<file path="src/rtl/id_stage.sv">
// Instruction decode stage for RV32I/RV64I.
// One-entry registered pipeline slot with valid/ready handshakes on both sides.
// The decoded bundle is computed combinationally from the incoming word and
// captured on an accepted transfer, so every out_* signal is a flop.
module id_stage #(
  parameter int XLEN = 64
) (
  input  logic            clk,
  input  logic            resetn,
  input  logic            in_valid,
  output logic            in_ready,
  input  logic [XLEN-1:0] in_pc,
  input  logic [31:0]     in_instr,
  input  logic            flush,
  output logic            out_valid,
  input  logic            out_ready,
  output logic [XLEN-1:0] out_pc,
  output logic [4:0]      out_rd,
  output logic [4:0]      out_rs1,
  output logic [4:0]      out_rs2,
  output logic [2:0]      out_funct3,
  output logic [XLEN-1:0] out_imm,
  output logic [3:0]      out_alu_op,
  output logic            out_word_op,
  output logic            out_reg_write,
  output logic            out_mem_read,
  output logic            out_mem_write,
  output logic            out_branch,
  output logic            out_jump,
  output logic            out_illegal
);

  localparam logic IS64 = (XLEN == 64);

  // Major opcodes
  localparam logic [6:0] OPC_LUI       = 7'b0110111;
  localparam logic [6:0] OPC_AUIPC     = 7'b0010111;
  localparam logic [6:0] OPC_JAL       = 7'b1101111;
  localparam logic [6:0] OPC_JALR      = 7'b1100111;
  localparam logic [6:0] OPC_BRANCH    = 7'b1100011;
  localparam logic [6:0] OPC_LOAD      = 7'b0000011;
  localparam logic [6:0] OPC_STORE     = 7'b0100011;
  localparam logic [6:0] OPC_OP_IMM    = 7'b0010011;
  localparam logic [6:0] OPC_OP        = 7'b0110011;
  localparam logic [6:0] OPC_FENCE     = 7'b0001111;
  localparam logic [6:0] OPC_OP_IMM_32 = 7'b0011011;
  localparam logic [6:0] OPC_OP_32     = 7'b0111011;

  // ALU operation codes seen by execute
  localparam logic [3:0] ALU_ADD   = 4'd0;
  localparam logic [3:0] ALU_SUB   = 4'd1;
  localparam logic [3:0] ALU_SLL   = 4'd2;
  localparam logic [3:0] ALU_SLT   = 4'd3;
  localparam logic [3:0] ALU_SLTU  = 4'd4;
  localparam logic [3:0] ALU_XOR   = 4'd5;
  localparam logic [3:0] ALU_SRL   = 4'd6;
  localparam logic [3:0] ALU_SRA   = 4'd7;
  localparam logic [3:0] ALU_OR    = 4'd8;
  localparam logic [3:0] ALU_AND   = 4'd9;
  localparam logic [3:0] ALU_PASSB = 4'd10;

  // Map funct3 (plus the instr[30] alternate bit) to an ALU operation.
  function automatic logic [3:0] alu_sel(input logic [2:0] f3, input logic alt);
    logic [3:0] op;
    case (f3)
      3'b000:  op = alt ? ALU_SUB : ALU_ADD;
      3'b001:  op = ALU_SLL;
      3'b010:  op = ALU_SLT;
      3'b011:  op = ALU_SLTU;
      3'b100:  op = ALU_XOR;
      3'b101:  op = alt ? ALU_SRA : ALU_SRL;
      3'b110:  op = ALU_OR;
      default: op = ALU_AND;
    endcase
    return op;
  endfunction

  // Raw instruction fields
  logic [6:0] opcode;
  logic [2:0] funct3;
  logic [6:0] funct7;
  logic [4:0] rd;
  assign opcode = in_instr[6:0];
  assign funct3 = in_instr[14:12];
  assign funct7 = in_instr[31:25];
  assign rd     = in_instr[11:7];

  // Immediates, all sign-extended from instr[31]; shift amounts zero-extended
  logic [XLEN-1:0] imm_i, imm_s, imm_b, imm_u, imm_j, shamt6, shamt5;
  assign imm_i  = {{(XLEN-12){in_instr[31]}}, in_instr[31:20]};
  assign imm_s  = {{(XLEN-12){in_instr[31]}}, in_instr[31:25], in_instr[11:7]};
  assign imm_b  = {{(XLEN-12){in_instr[31]}}, in_instr[7], in_instr[30:25],
                   in_instr[11:8], 1'b0};
  assign imm_u  = {{(XLEN-31){in_instr[31]}}, in_instr[30:12], 12'b0};
  assign imm_j  = {{(XLEN-20){in_instr[31]}}, in_instr[19:12], in_instr[20],
                   in_instr[30:21], 1'b0};
  assign shamt6 = {{(XLEN-6){1'b0}}, in_instr[25:20]};
  assign shamt5 = {{(XLEN-5){1'b0}}, in_instr[24:20]};

  // funct7 qualifiers; on RV64 the OP-IMM shift field leaves instr[25] to shamt
  logic f7_zero, f7_alt, slli_ok, srxi_ok;
  assign f7_zero = (funct7 == 7'b0000000);
  assign f7_alt  = (funct7 == 7'b0100000);
  assign slli_ok = IS64 ? (in_instr[31:26] == 6'b000000) : f7_zero;
  assign srxi_ok = IS64 ? ((in_instr[31:26] == 6'b000000) ||
                           (in_instr[31:26] == 6'b010000)) : (f7_zero || f7_alt);

  // Decoded bundle for the word currently presented on in_instr
  logic [XLEN-1:0] dec_imm;
  logic [3:0]      dec_alu_op;
  logic            dec_word_op, dec_reg_write, dec_mem_read, dec_mem_write;
  logic            dec_branch, dec_jump, dec_illegal;

  // Combinational decode; illegal paths leave every field at its zero default
  always_comb begin
    dec_imm       = '0;
    dec_alu_op    = ALU_ADD;
    dec_word_op   = 1'b0;
    dec_reg_write = 1'b0;
    dec_mem_read  = 1'b0;
    dec_mem_write = 1'b0;
    dec_branch    = 1'b0;
    dec_jump      = 1'b0;
    dec_illegal   = 1'b0;
    case (opcode)
      OPC_LUI: begin
        dec_imm       = imm_u;
        dec_alu_op    = ALU_PASSB;
        dec_reg_write = 1'b1;
      end
      OPC_AUIPC: begin
        dec_imm       = imm_u;
        dec_reg_write = 1'b1;
      end
      OPC_JAL: begin
        dec_imm       = imm_j;
        dec_reg_write = 1'b1;
        dec_jump      = 1'b1;
      end
      OPC_JALR: begin
        if (funct3 != 3'b000) begin
          dec_illegal = 1'b1;
        end else begin
          dec_imm       = imm_i;
          dec_reg_write = 1'b1;
          dec_jump      = 1'b1;
        end
      end
      OPC_BRANCH: begin
        if (funct3 == 3'b010 || funct3 == 3'b011) begin
          dec_illegal = 1'b1;
        end else begin
          dec_imm    = imm_b;
          dec_alu_op = ALU_SUB;
          dec_branch = 1'b1;
        end
      end
      OPC_LOAD: begin
        if (funct3 == 3'b111 || (!IS64 && (funct3 == 3'b011 || funct3 == 3'b110))) begin
          dec_illegal = 1'b1;
        end else begin
          dec_imm       = imm_i;
          dec_reg_write = 1'b1;
          dec_mem_read  = 1'b1;
        end
      end
      OPC_STORE: begin
        if (funct3[2] || (!IS64 && funct3 == 3'b011)) begin
          dec_illegal = 1'b1;
        end else begin
          dec_imm       = imm_s;
          dec_mem_write = 1'b1;
        end
      end
      OPC_OP_IMM: begin
        if (funct3 == 3'b001) begin
          dec_illegal   = !slli_ok;
          dec_imm       = IS64 ? shamt6 : shamt5;
          dec_alu_op    = ALU_SLL;
          dec_reg_write = 1'b1;
        end else if (funct3 == 3'b101) begin
          dec_illegal   = !srxi_ok;
          dec_imm       = IS64 ? shamt6 : shamt5;
          dec_alu_op    = alu_sel(funct3, in_instr[30]);
          dec_reg_write = 1'b1;
        end else begin
          dec_imm       = imm_i;
          dec_alu_op    = alu_sel(funct3, 1'b0);
          dec_reg_write = 1'b1;
        end
      end
      OPC_OP: begin
        if (f7_zero || (f7_alt && (funct3 == 3'b000 || funct3 == 3'b101))) begin
          dec_alu_op    = alu_sel(funct3, in_instr[30]);
          dec_reg_write = 1'b1;
        end else begin
          dec_illegal = 1'b1;
        end
      end
      OPC_FENCE: begin
        // Ordering is trivially satisfied in this pipeline: behaves as a NOP.
      end
      OPC_OP_IMM_32: begin
        if (!IS64) begin
          dec_illegal = 1'b1;
        end else if (funct3 == 3'b000) begin
          dec_imm       = imm_i;
          dec_word_op   = 1'b1;
          dec_reg_write = 1'b1;
        end else if ((funct3 == 3'b001 && f7_zero) ||
                     (funct3 == 3'b101 && (f7_zero || f7_alt))) begin
          dec_imm       = shamt5;
          dec_alu_op    = alu_sel(funct3, in_instr[30]);
          dec_word_op   = 1'b1;
          dec_reg_write = 1'b1;
        end else begin
          dec_illegal = 1'b1;
        end
      end
      OPC_OP_32: begin
        if (IS64 && ((funct3 == 3'b001 && f7_zero) ||
                     ((funct3 == 3'b000 || funct3 == 3'b101) && (f7_zero || f7_alt)))) begin
          dec_alu_op    = alu_sel(funct3, in_instr[30]);
          dec_word_op   = 1'b1;
          dec_reg_write = 1'b1;
        end else begin
          dec_illegal = 1'b1;
        end
      end
      default: begin
        // Unknown opcodes, SYSTEM, and any word with instr[1:0] != 2'b11
        dec_illegal = 1'b1;
      end
    endcase
    // An illegal word is presented with no side effects at all
    if (dec_illegal) begin
      dec_imm       = '0;
      dec_alu_op    = ALU_ADD;
      dec_word_op   = 1'b0;
      dec_reg_write = 1'b0;
    end
    // Writes to x0 are discarded here so execute never has to check rd
    if (rd == 5'd0) begin
      dec_reg_write = 1'b0;
    end
  end

  logic take;
  assign in_ready = !out_valid || out_ready;
  assign take     = in_valid && in_ready && !flush;

  // Pipeline register: flush wins over capture, bundle holds while stalled
  always_ff @(posedge clk or negedge resetn) begin
    if (!resetn) begin
      out_valid     <= 1'b0;
      out_pc        <= '0;
      out_rd        <= '0;
      out_rs1       <= '0;
      out_rs2       <= '0;
      out_funct3    <= '0;
      out_imm       <= '0;
      out_alu_op    <= '0;
      out_word_op   <= 1'b0;
      out_reg_write <= 1'b0;
      out_mem_read  <= 1'b0;
      out_mem_write <= 1'b0;
      out_branch    <= 1'b0;
      out_jump      <= 1'b0;
      out_illegal   <= 1'b0;
    end else if (flush) begin
      out_valid <= 1'b0;
    end else if (take) begin
      out_valid     <= 1'b1;
      out_pc        <= in_pc;
      out_rd        <= rd;
      out_rs1       <= in_instr[19:15];
      out_rs2       <= in_instr[24:20];
      out_funct3    <= funct3;
      out_imm       <= dec_imm;
      out_alu_op    <= dec_alu_op;
      out_word_op   <= dec_word_op;
      out_reg_write <= dec_reg_write;
      out_mem_read  <= dec_mem_read;
      out_mem_write <= dec_mem_write;
      out_branch    <= dec_branch;
      out_jump      <= dec_jump;
      out_illegal   <= dec_illegal;
    end else if (out_ready) begin
      out_valid <= 1'b0;
    end
  end

endmodule
</file>
<file path="config.mk">
export PLATFORM = sky130hd
export DESIGN_NAME = id_stage
export DESIGN_NICKNAME = d
export VERILOG_FILES = /design/src/rtl/id_stage.sv
export SDC_FILE = /design/constraint.sdc
export NUM_CORES = 1
export LEC_CHECK = 0
export ABC_AREA = 1
export CORE_ASPECT_RATIO = 1.75
export CORE_MARGIN = 1
export CORE_UTILIZATION = 35
export DETAILED_ROUTE_END_ITERATION = 10
export PLACE_DENSITY = 0.68
export SLEW_MARGIN = 20
export SYNTH_ARGS = -nofsm -noshare
export SYNTH_HDL_FRONTEND = slang
export SYNTH_SLANG_ARGS = --single-unit
</file>
<file path="constraint.sdc">
create_clock -name clk -period 3.1 [get_ports clk]
set_clock_uncertainty 0.15 [all_clocks]
set_input_delay 0.62 -clock clk [delete_from_list [all_inputs] [get_ports clk]]
set_output_delay 0.62 -clock clk [all_outputs]
set_load 0.02 [all_outputs]
</file>
=== After elaboration in Yosys (flattened, before gate mapping) ===
Index checks and enable logic that the tools add are counted.
W data, S select, Z words.

* Memory bits (read-only): 0
* Input port bits: 101
* Flip-flop bits (word level): 158
* Logic and storage cells: 120
* Memories: 0
* Bits in writable memories: 0
* Bits in latches: 0

* Shift-type cells: 0
* Div/mod/pow operators: 0
* Reductions and logical operators: 28
* Magnitude comparators: 0
* Add/subtract/negate cells: 0
* Bitwise operators: 1
* Multipliers: 0
* Equality and inequality tests: 21
* Muxes and demuxes: 55

{| class="wikitable"
|+ Operators with widths
! cell !! count
|-
| $mux W64 || 8
|-
| $pmux W64 S8 || 1
|-
| $pmux W4 S6 || 2
|-
| $eq A7 B6 Y1 const B || 5
|-
| $mux W1 || 30
|-
| $mux W4 || 7
|-
| $pmux W4 S7 || 1
|-
| $eq A7 B5 Y1 const B || 3
|-
| $eq A7 B7 Y1 const B || 3
|-
| $pmux W4 S5 || 1
|-
| $eq A3 B3 Y1 const B || 4
|-
| $pmux W1 S9 || 1
|-
| $logic_or A1 B1 Y1 || 8
|-
| $reduce_or A4 Y1 || 2
|-
| $eq A7 B2 Y1 const B || 1
|-
| $eq A7 B4 Y1 const B || 1
|-
| $logic_not A7 Y1 || 1
|-
| $eq A3 B2 Y1 const B || 2
|-
| $eq A6 B5 Y1 const B || 1
|-
| $logic_and A1 B1 Y1 || 6
|-
| $logic_not A6 Y1 || 1
|-
| $pmux W1 S6 || 1
|-
| $reduce_bool A3 Y1 || 2
|-
| $logic_not A5 Y1 || 1
|-
| other kinds (8) || 12
|}

=== Logic depth before layout (Yosys ltp) ===
* Depth in word-level cells: 9
* Depth in mapped cells: 12
* Mapped depth without buffers: 12

=== Least setup slack after synthesis ===
No wires, ideal clock.

* Kind: register to output
* Start point: register out_imm[62] (netlist name)
* End point: output port out_imm[32]
* Stages on the path, launching flop included: 2
* Arrival: 1.175 ns
* Data required time: 2.330 ns
* Setup slack: 1.155 ns
* Cells stage by stage: dfrtp_1 > buf_4

{| class="wikitable"
|+ RTL lines
! what !! line !! text
|-
| to (decl) || 22 || <nowiki>output logic [XLEN-1:0] out_imm,</nowiki>
|}

=== Worst setup path in the final report ===
* Start point: input port out_ready
* End point: output port in_ready

* Word-level cells in the longest chain between the ends: 1

{| class="wikitable"
|+ RTL lines
! what !! line !! text
|-
| from (decl) || 16 || <nowiki>input logic out_ready,</nowiki>
|-
| $logic_or A1 B1 Y1 || 249 || <nowiki>assign in_ready = !out_valid || out_ready;</nowiki>
|-
| to (decl) || 11 || <nowiki>output logic in_ready,</nowiki>
|}

Every way passes these cells.

==> metrics.cfg <==
[timing]
finalSetupViolCount=0
fmax_mhz=376
worst_pin_slew_ns=0.842
final_max_slew_viol_count=0
hold_violations=10
slew_headroom_pct=43.8
rsz0062_at_grt=false
min_period_ns=2.66
whs_ns=-0.00844
fin_tns_setup_ns=0
period_share_pct=85.8

[placement]
dp_cells=1235
portBuffers=259
dp_hpwl_microns=14200
place_congestion=0.926

[detailed_routing]
drc_errors=0
vias_per_cell=4.58
wl_per_cell_microns=15.0
ant_nets=0
route.vias.total=5806
routed_wl_microns=19000
drt_iter0_drc=282
dr.pass1.iters=6

[global_routing]
grt_max_degree=82
grt_first_pass_wirelength_microns=29900
grt_overflow_total=0
track_usage_pct=22.2
antenna_found_initial=0
grt_pass1_vias=5640

[synth]
yosys.area_share.xor_xnor_pct=0
synth_compound_area_share_pct=4.90
avgSynthCellArea_sq_um=7.63
synth_fp_nets=901
ys_ff_latch=126
synth.area.mux_share_pct=0
synth_top_family_by_area=simple AND/OR/NAND/NOR gates
netlist_area_sq_mm=0.00610
synth_seq_area_share_pct=51.7
yosys.area_share.simple_pct=34.2
synth.distinct_cells=29
yosysWarnings=0
synth_fa_ha_area_share_pct=0
syn_inst=800

[setup_path]
cp_slowest_cell=clkdlybuf4s50_1
ff2ff_setup_slack_ns=0.98
endpoint_kind=output port
cp.buffers_inverters=3
crit_type=primary input to output port
critPathMaxStageDelay_ns=0.55
crit_top_cell=clkdlybuf4s50_1
cp_cell_sequence=clkdlybuf4s50_1, nor2_1, inv_1, clkdlybuf4s50_1
crit_arrival_ns=1.89
crit_family=buffers and inverters
cp_max_fo=2
cp_data_required_time_ns=2.33
crit_path_start_kind=primary input

[cts]
clock_latency_ns=0.41
tritoncts=yes
cts_root_buffer=clkbuf_16
numCtsBuffers=17
cts_hold_buf=0
h-tree-depth=4
clkSlewWorstSetupHoldPaths_ns=0.06
clock-sinks=126
clockBufferDepth=2
post-cts-setup-buffer-count=0
ctsResizeCount=0

[die]
io_pins=260
die_h_microns=177
start_util_pct=35.8
die_w_microns=102
rows=63
die-area_sq_mm=0.0180
core_sq_mm=0.0170

[power_and_ir_drop]
p_per_area_mw_per_mm2=526
vdd_drop_max_uv=368
p_leak_nw=4.66
totalPowerFinal_mw=4.88

[worst_hold_path]
worst_hold_path_type=primary input to async pin

[status]
status=complete, but fails checks
violations=negative hold slack

[cells_and_area]
stdcell_count=1267
fin_nets=1128
area_delta_synth_final_pct=52.1
drive_above_1_share_pct=9.33
diodes=0

[flow_run]
drv_cap=0

layout make-up:
class | instances | area (sq um)
Clock inverter | 13 | 116
Multi-Input combinational cell | 563 | 2390
Fill cell | 1642 | 7750
Timing Repair Buffer | 271 | 2710
Sequential cell | 126 | 3150
Inverter | 48 | 183
Tap cell | 227 | 284
Clock buffer | 19 | 443
flip-flops by register name (all words and copies together), names as in the netlist:
signal / cells
out_branch: 1
out_reg_write: 1
out_pc: 64
out_word_op: 1
out_imm: 32
out_rs1: 5
out_alu_op: 4
out_illegal: 1
out_mem_read: 1
out_jump: 1
out_funct3: 3
out_mem_write: 1
out_rd: 5
out_valid: 1
out_rs2: 5
synthesized netlist by cell type (all sizes together):
cell      n  area share [%]
nand2   421              27
dfrtp   126              52
nor2     56             4.0
inv      48             3.0
buf      44             5.1
o21ai    32             2.7
nand3    26             2.4
clkbuf   19             1.2
a21oi    17             1.6
nand4     3            0.31
nor3      2            0.25
o22ai     2            0.21
a311oi    1            0.14
a31oi     1            0.10
nand3b    1            0.12
o21a      1            0.12
cells in the final DEF (no fill, tap or decap), types with 2 or more instances in the layout:
| cell | count |
|---|---|
| a21oi_1 | 15 |
| buf_12 | 2 |
| buf_4 | 10 |
| clkbuf_16 | 17 |
| clkdlybuf4s50_1 | 258 |
| clkinv_2 | 4 |
| clkinv_4 | 4 |
| clkinvlp_4 | 3 |
| dfrtp_1 | 126 |
| inv_1 | 37 |
| inv_2 | 10 |
| nand2_1 | 393 |
| nand2_2 | 27 |
| nand3_1 | 23 |
| nand3_2 | 3 |
| nand4_1 | 3 |
| nor2_1 | 49 |
| nor2_2 | 4 |
| nor2_4 | 3 |
| o21ai_0 | 25 |
| o21ai_1 | 6 |
| o22ai_1 | 2 |
stage by stage:
stage / utilization [%] / instance area [sq um] / worst slack [ns]
global route: 54.5 / 9280 / 0.363
floorplan: - / 6100 / 1.15
CTS: 54.5 / 9280 / 0.434
finish: 54.5 / 9280 / 0.439
detailed placement: 51.2 / 8720 / 0.316
global placement: 51.2 / 8720 / 0.256
power breakdown:
part	internal (mW)	total (mW)	switching, mW
sequential	1.82	1.91	0.0923
combinational	0.514	1.10	0.584
clock	1.12	1.87	0.746
total	3.45	4.88	1.42
logic make-up (layout without fill, tap and decap cells):
logic type	after synthesis	in the layout
AO/OA/AOI/OAI	54	54
AND/OR/NAND/NOR	509	509
buffers and inverters	111	351
flip-flops	126	126
final timing paths:
check | start | endpoint | cells past startpoint
worst max register to register | out_valid$_DFFE_PN0P_ | out_funct3[0]$_DFFE_PN0P_ | 7
worst min-delay path | resetn | out_pc[17]$_DFFE_PN0P_ | 1
worst min register to register | out_pc[17]$_DFFE_PN0P_ | out_pc[17]$_DFFE_PN0P_ | 2
worst max-delay path | out_ready | in_ready | 4
max in group asynchronous | resetn | out_rd[1]$_DFFE_PN0P_ | 2
min in group clk | out_pc[17]$_DFFE_PN0P_ | out_pc[17]$_DFFE_PN0P_ | 2
metal layers:
| layer | share of wire [%] | up-vias | global-route usage [%] |
|---|---|---|---|
| li1 | - | 2874 | - |
| met1 | 37 | 2704 | 25.1 |
| met2 | 54 | 180 | 38.5 |
| met3 | 4.4 | 48 | 4.23 |
| met4 | 4.3 | 0 | 12.0 |
| met5 | 0 | - | 0 |
Note: power is estimated with default switching activity, not from simulation.
